===== config.mk =====
export PLATFORM = sky130hd
export DESIGN_NAME = tag_ctrl
export DESIGN_NICKNAME = d
export VERILOG_FILES = /design/src/rtl/tag_ctrl_pkg.sv /design/src/rtl/tag_ctrl.sv
export SDC_FILE = /design/constraint.sdc
export NUM_CORES = 1
export LEC_CHECK = 0
export CAP_MARGIN = 20
export CORE_ASPECT_RATIO = 1.25
export CORE_MARGIN = 3
export CORE_UTILIZATION = 30
export DETAILED_ROUTE_END_ITERATION = 10
export SLEW_MARGIN = 15
export SYNTH_ARGS = -nofsm -noshare
export SYNTH_HDL_FRONTEND = slang
export SYNTH_SLANG_ARGS = --single-unit

===== constraint.sdc =====
create_clock -name clk -period 5.69 [get_ports clk]
set_clock_uncertainty 0.2 [all_clocks]
set_input_delay 1.707 -clock clk [delete_from_list [all_inputs] [get_ports clk]]
set_output_delay 1.707 -clock clk [all_outputs]
set_load 0.01 [all_outputs]

===== src/rtl/tag_ctrl_pkg.sv =====
// Shared types for the tag RAM controller: FSM states, stored tag entry layout
// and the entry parity helper. TAG_PARITY_EN adds an even-parity bit as entry LSB.
package tag_ctrl_pkg;

    localparam int unsigned TC_LINES = 512;
    localparam int unsigned TAG_W    = 20;
`ifdef TAG_PARITY_EN
    localparam int unsigned EW       = TAG_W + 2;
`else
    localparam int unsigned EW       = TAG_W + 1;
`endif

    typedef enum logic [1:0] {
        INIT  = 2'd0,
        RUN   = 2'd1,
        FLUSH = 2'd2
    } tag_ctrl_state_t;

    typedef struct packed {
        logic             valid;
        logic [TAG_W-1:0] tag;
`ifdef TAG_PARITY_EN
        logic             parity;
`endif
    } tag_entry_t;

    // Even parity over {valid, tag}: an all-zero entry carries parity 0.
    function automatic logic tag_parity(input logic valid, input logic [TAG_W-1:0] tag);
        return ^{valid, tag};
    endfunction

endpackage : tag_ctrl_pkg


===== src/rtl/tag_ctrl.sv =====
// Initiator for the dual-port tag bank: clears all lines after reset, serves
// lookups on port A and fill/invalidate updates on port B, and sweeps the bank
// on a flush request. Optional macro: TAG_PARITY_EN (entry parity check).
module tag_ctrl
    import tag_ctrl_pkg::*;
#(
    parameter  int unsigned LINES = TC_LINES,
    localparam int unsigned AW    = $clog2(LINES)
) (
    input  logic             clk,
    input  logic             rst,
    input  logic             lookup_valid,
    output logic             lookup_ready,
    input  logic [AW-1:0]    lookup_line,
    input  logic [TAG_W-1:0] lookup_tag,
    output logic             resp_valid,
    output logic             resp_hit,
    output logic             resp_parity_err,
    input  logic             update_valid,
    output logic             update_ready,
    input  logic [AW-1:0]    update_line,
    input  logic [TAG_W-1:0] update_tag,
    input  logic             update_inv,
    input  logic             flush_req,
    output logic             flush_busy,
    output logic             init_done,
    output logic             bank_en_a,
    output logic             bank_wen_a,
    output logic [AW-1:0]    bank_addr_a,
    output logic [EW-1:0]    bank_wdata_a,
    input  logic [EW-1:0]    bank_rdata_a,
    output logic             bank_en_b,
    output logic             bank_wen_b,
    output logic [AW-1:0]    bank_addr_b,
    output logic [EW-1:0]    bank_wdata_b
);

    tag_ctrl_state_t  state_q, state_d;
    logic [AW-1:0]    cnt_q, cnt_d;
    logic             init_done_q, init_done_d;
    logic             flush_busy_q, flush_busy_d;

    logic             resp_valid_q, resp_valid_d;
    logic             fwd_q, fwd_d;
    tag_entry_t       fwd_entry_q, fwd_entry_d;
    logic [TAG_W-1:0] tag_q, tag_d;

    logic             run_c;
    logic             sweep_last_c;
    logic             lookup_fire_c;
    logic             update_fire_c;
    tag_entry_t       upd_entry_c;
    tag_entry_t       rd_entry_c;
    logic             tag_match_c;
    logic             perr_c;

    // Control state, sweep counter and status flags.
    always_ff @(posedge clk or posedge rst) begin
        if (rst) begin
            state_q      <= INIT;
            cnt_q        <= '0;
            init_done_q  <= 1'b0;
            flush_busy_q <= 1'b0;
        end else begin
            state_q      <= state_d;
            cnt_q        <= cnt_d;
            init_done_q  <= init_done_d;
            flush_busy_q <= flush_busy_d;
        end
    end

    // Next state: sweep lines 0..LINES-1 in INIT/FLUSH, enter FLUSH on request in RUN.
    always_comb begin
        state_d      = state_q;
        cnt_d        = cnt_q;
        init_done_d  = init_done_q;
        sweep_last_c = (cnt_q == AW'(LINES - 1));
        unique case (state_q)
            INIT: begin
                if (sweep_last_c) begin
                    state_d     = RUN;
                    cnt_d       = '0;
                    init_done_d = 1'b1;
                end else begin
                    cnt_d = cnt_q + AW'(1);
                end
            end
            RUN: begin
                if (flush_req) begin
                    state_d = FLUSH;
                    cnt_d   = '0;
                end
            end
            FLUSH: begin
                if (sweep_last_c) begin
                    state_d = RUN;
                    cnt_d   = '0;
                end else begin
                    cnt_d = cnt_q + AW'(1);
                end
            end
            default: begin
                state_d = INIT;
                cnt_d   = '0;
            end
        endcase
        flush_busy_d = (state_d == FLUSH);
    end

    // Handshakes and the entry an update would write.
    always_comb begin
        run_c         = (state_q == RUN);
        lookup_fire_c = run_c && lookup_valid;
        update_fire_c = run_c && update_valid;
        upd_entry_c   = '0;
        upd_entry_c.valid = ~update_inv;
        upd_entry_c.tag   = update_tag;
`ifdef TAG_PARITY_EN
        upd_entry_c.parity = tag_parity(~update_inv, update_tag);
`endif
    end

    // Bank port drive: A reads for lookups, B writes sweep zeros or updates.
    always_comb begin
        bank_en_a    = lookup_fire_c;
        bank_wen_a   = 1'b0;
        bank_addr_a  = lookup_line;
        bank_wdata_a = '0;
        bank_en_b    = 1'b0;
        bank_wen_b   = 1'b0;
        bank_addr_b  = cnt_q;
        bank_wdata_b = '0;
        if (run_c) begin
            bank_en_b    = update_fire_c;
            bank_wen_b   = update_fire_c;
            bank_addr_b  = update_line;
            bank_wdata_b = EW'(upd_entry_c);
        end else begin
            bank_en_b    = 1'b1;
            bank_wen_b   = 1'b1;
        end
    end

    // Lookup tracking: capture tag, and forward a same-cycle same-line update.
    always_comb begin
        resp_valid_d = lookup_fire_c;
        fwd_d        = lookup_fire_c && update_fire_c && (lookup_line == update_line);
        fwd_entry_d  = fwd_entry_q;
        tag_d        = tag_q;
        if (lookup_fire_c) begin
            fwd_entry_d = upd_entry_c;
            tag_d       = lookup_tag;
        end
    end

    // Lookup pipeline registers; reset drops any pending response.
    always_ff @(posedge clk or posedge rst) begin
        if (rst) begin
            resp_valid_q <= 1'b0;
            fwd_q        <= 1'b0;
            fwd_entry_q  <= '0;
            tag_q        <= '0;
        end else begin
            resp_valid_q <= resp_valid_d;
            fwd_q        <= fwd_d;
            fwd_entry_q  <= fwd_entry_d;
            tag_q        <= tag_d;
        end
    end

    // Result: compare the read (or forwarded) entry against the registered tag.
    always_comb begin
        rd_entry_c  = fwd_q ? fwd_entry_q : tag_entry_t'(bank_rdata_a);
        tag_match_c = rd_entry_c.valid && (rd_entry_c.tag == tag_q);
`ifdef TAG_PARITY_EN
        perr_c      = resp_valid_q &&
                      (rd_entry_c.parity != tag_parity(rd_entry_c.valid, rd_entry_c.tag));
`else
        perr_c      = 1'b0;
`endif
        resp_hit        = resp_valid_q && tag_match_c && !perr_c;
        resp_parity_err = perr_c;
    end

    assign resp_valid   = resp_valid_q;
    assign lookup_ready = run_c;
    assign update_ready = run_c;
    assign init_done    = init_done_q;
    assign flush_busy   = flush_busy_q;

endmodule : tag_ctrl

# Word level (Yosys, flattened, before mapping)
# Cells that the tools add are included.
[classes]
addsub = 1
eq_ne = 7
muxes = 10
bitwise = 1
n_reduce_logical = 9
[op_table]
columns = ["cell", "count"]
rows = [
  ["$mux W21", 2],
  ["$mux W9", 3],
  ["$eq A20 B20 Y1", 1],
  ["$pmux W9 S2", 1],
  ["$add A9 B1 Y9 const B", 1],
  ["$eq A9 B9 Y1", 1],
  ["$eq A9 B9 Y1 const B", 1],
  ["$logic_and A1 B1 Y1", 6],
  ["$eq A2 B2 Y1 const B", 2],
  ["$mux W2", 2],
  ["$pmux W2 S2", 1],
  ["$eq A2 B1 Y1 const B", 1],
  ["$logic_not A2 Y1", 1],
  ["$ne A2 B1 Y1 const B", 1],
  ["$reduce_and A2 Y1", 1],
  ["$reduce_or A2 Y1", 1],
  ["$mux W1", 1],
  ["$not A1 Y1", 1],
]
[word_totals]
ff_bits = 56
input_bits = 85
out_inout_bits = 71

# Longest topological paths before layout
[depth]
depth_word = 4
mapped_depth = 9

# Worst setup path before layout
# OpenSTA, ideal clock, no wires.
[synth_path]
kind = "input to output"
from = "input port bank_rdata_a[6]"
to = "output port resp_hit"
arrival_time_ns = 2.682
required_ns = 3.783
setup_slack_ns = 1.101
stages = 5
path_cell_list = "mux2i_1 -> xnor2_1 -> nor4_2 -> nand4_1 -> nor4_2"
[synth_between]
elab_chain_cells = 4
[synth_rtl]
columns = ["element", "line_no", "rtl"]
rows = [
  ["start: declaration", "tag_ctrl.sv:31", "input logic [EW-1:0] bank_rdata_a,"],
  ["$mux W21", "tag_ctrl.sv:173", "rd_entry_c = fwd_q ? fwd_entry_q : tag_entry_t'(bank_rdata_a);"],
  ["$eq A20 B20 Y1", "tag_ctrl.sv:174", "tag_match_c = rd_entry_c.valid && (rd_entry_c.tag == tag_q);"],
  ["$logic_and A1 B1 Y1", "tag_ctrl.sv:174", ""],
  ["$logic_and A1 B1 Y1", "tag_ctrl.sv:181", "resp_hit = resp_valid_q && tag_match_c && !perr_c;"],
  ["end: declaration", "tag_ctrl.sv:17", "output logic resp_hit,"],
]
# Every way passes these cells.

# Worst setup path in the final report
[layout_path]
from = "input port bank_rdata_a[14]"
to = "output port resp_hit"
# The elaborated chain is that of the path after synthesis.

==> flow_summary.json <==
{
  "grt_max_degree": 57,
  "io_pins": 156,
  "ant_nets": 0,
  "final_common_cell": "clkdlybuf4s50_1",
  "crit_required_ns": 3.78,
  "drv_slew": 0,
  "rsz0062_at_grt": "no",
  "cts.htree.levels": 2,
  "dp_hpwl_mm": 6.249,
  "core_region_area_um2": 10310,
  "drc": 0,
  "fmax_ghz": 0.1852,
  "p_comb_frac": 0.242,
  "first_global_vias": 2593,
  "fp.dieH_um": 121.9,
  "fin_util": 0.4549,
  "peakVddDrop_v": 0.0001325,
  "layout_common_cells": "clkdlybuf4s50_1 (131), dfrtp_1 (56), mux2_2 (41)",
  "cts_buffers": 5,
  "vias_per_cell": 4.436,
  "internal_power_w": 0.0008217,
  "cap_violations": 0,
  "hp-start": "init_done$_DFFE_PP0P_",
  "leakagePower_nw": 2.012,
  "io_buffers": 132,
  "pwr-share-clk": 0.317,
  "finalCriticalPeriod_ns": 5.399,
  "wl_mm": 8.130,
  "place_ws_ns": -0.08366,
  "setup_viol": 0,
  "worstSetupStartpoint": "bank_rdata_a[14]",
  "clk_pin_slew_ns": 0.07,
  "synthCells": 301,
  "cts_buffer_depth": 2,
  "hold_viol_final": 0,
  "finalCritPeriodShare": 0.9488,
  "overflow": 0,
  "start_util": 0.3127,
  "arrival_ns": 3.49,
  "die_w_um": 98.73,
  "final_area_um2": 4691,
  "antenna-diode-count": 0,
  "synth-seq-area-share": 0.4346,
  "placed_cells": 545,
  "grt_usage": 0.1370,
  "switching_power_w": 0.0002995,
  "worst_slack_ns": 0.2914,
  "grt_antenna_before_repair": 0,
  "seq_power_share": 0.441,
  "num_rows": 41,
  "drive_above_1_share": 0.1392,
  "cts_root_buf": "clkbuf_16",
  "p_per_area_nw_per_um2": 239.0,
  "wl_per_cell_um": 14.70,
  "nets": 510,
  "drt_iter0_drc": 22,
  "final_cells": 553,
  "path_max_fanout": 1,
  "critPathKind": "in -> out",
  "p_sw_frac": 0.2671,
  "avgSynthCellArea_um2": 10.71,
  "cts.sinks": 56,
  "cts_tree": "built",
  "clk_latency_ns": 0.29,
  "via_count": 2453,
  "drt_pass1_iterations": 4,
  "ys_types": 32,
  "status": "finished clean",
  "cp-end-kind": "output pin",
  "slew_headroom": 0.4321,
  "r2r_start": "state_q[1]$_DFF_PP0_",
  "area_delta_synth_final_pct": 45.48,
  "die_area_um2": 12040,
  "ys_ff_latch": 56,
  "synth_area_um2": 3224,
  "cts_setup_buffers": 0,
  "cp-start-kind": "input port",
  "worst_hold_path_type": "reg -> reg",
  "gp_congestion": 0.7367,
  "placed_area_um2": 4521,
  "worstMarginPinSlew_ns": 0.8501,
  "grt_pass1_wl_mm": 13.12,
  "synth_warnings": 0
}
==> registers in the layout (all words and copies together), names as in the netlist <==
register	cells
resp_valid	1
flush_busy	1
fwd_entry_q	21
fwd_q	1
state_q	2
init_done	1
cnt_q	9
tag_q	20
==> area by class of cell <==
class,instances,area [µm²]
Inverter,5,18.77
Clock inverter,3,46.29
Clock buffer,5,125.1
Tap cell,129,161.4
Sequential cell,56,1401
Timing Repair Buffer,137,1358
Multi-Input combinational cell,218,1580
Fill cell,1008,5620
==> critical path, cell delays in order <==
cell and delay [ns]:
clkdlybuf4s50_1 0.47, mux2i_1 0.08, xnor2_1 0.16, nor4_1 0.42, nand4_1 0.19, nor4_2 0.15
dlygate4sd2_1 0.31
==> cell usage after synthesis (all sizes together) <==
| cell type | count | area share |
|---|---|---|
| buf | 40 | 0.091 |
| nor3 | 2 | 0.0031 |
| and2 | 20 | 0.039 |
| nand2 | 33 | 0.038 |
| a21oi | 1 | 0.0016 |
| nor2 | 8 | 0.0093 |
| a22o | 3 | 0.0082 |
| nand4 | 5 | 0.0097 |
| clkbuf | 4 | 0.0047 |
| inv | 4 | 0.0047 |
| a31oi | 1 | 0.0019 |
| nand3 | 2 | 0.0031 |
| nor3b | 1 | 0.0023 |
| o21ai | 12 | 0.019 |
| clkinv | 1 | 0.0012 |
| ha | 2 | 0.0078 |
| nand2b | 3 | 0.0058 |
| nor4 | 5 | 0.014 |
| o21bai | 1 | 0.0023 |
| xnor2 | 9 | 0.024 |
| mux2i | 20 | 0.062 |
| or2 | 1 | 0.0019 |
| conb | 1 | 0.0012 |
| or3 | 1 | 0.0019 |
| dfrtp | 56 | 0.43 |
| and3 | 1 | 0.0019 |
| mux2 | 41 | 0.14 |
| nand4b | 1 | 0.0027 |
| xor2 | 22 | 0.060 |
==> metal layers <==
metal / part of all wire / vias to the layer above / track usage / wire length (µm)
li1: - / 1201 / - / -
met1: 0.41 / 1153 / 0.1744 / 3369
met2: 0.51 / 93 / 0.2352 / 4119
met3: 0.072 / 6 / 0.04124 / 587
met4: 0.0066 / 0 / 0.02050 / 54
met5: 0 / - / 0 / 0
==> logic make-up (layout without fill, tap and decap cells) <==
kind of cell    Yosys count  in the layout  share of synthesized area
other cells               1             23                   0.001163
compound gates           18             18                    0.03260
buf+inv                  49            150                     0.1017
mux                      61             61                     0.2053
simple gates             83             83                     0.1327
flops                    56             56                     0.4346
xor+xnor                 31             31                    0.08421
fa+ha+maj                 2              2                   0.007760
==> worst paths after layout <==
kind,end,slack (ns),cells after the start
worst max-delay path,resp_hit,0.29,7
worst max register to register,fwd_entry_q[19]$_DFFE_PP0P_,2.74,6
max in group asynchronous,tag_q[9]$_DFFE_PP0P_,3.07,3
min in group asynchronous,fwd_entry_q[17]$_DFFE_PP0P_,1.73,3
worst min register to register,init_done$_DFFE_PP0P_,0.29,1
worst min-delay path,init_done$_DFFE_PP0P_,0.29,1
==> power groups by stage <==
stage          clock network, W  registers [W]  logic, W
2_1_floorplan                 0       0.000490  0.000151
3_3_place_gp                  0       0.000500  0.000272
3_5_place_dp                  0       0.000503  0.000275
4_1_cts                0.000370       0.000495  0.000276
5_1_grt                0.000389       0.000505  0.000303
6_report               0.000355       0.000495  0.000271
==> timing repair <==
item | in CTS | in global routing
gates resized for setup | 1 | 0
hold buffers | 0 | 0
endpoints found under the setup margin | 1 | 0
==> stage by stage <==
stage	TNS, ns	hold slack, ns	power (W)
after floorplan	0	0.2444	0.0006411
after global placement	-0.06256	0.2614	0.0007722
after detailed placement	-0.08366	0.2609	0.0007774
after CTS	0	0.2889	0.001142
after global routing	0	0.3193	0.001197
final	0	0.2889	0.001121
No activity file was read; power rests on OpenSTA's default activity.
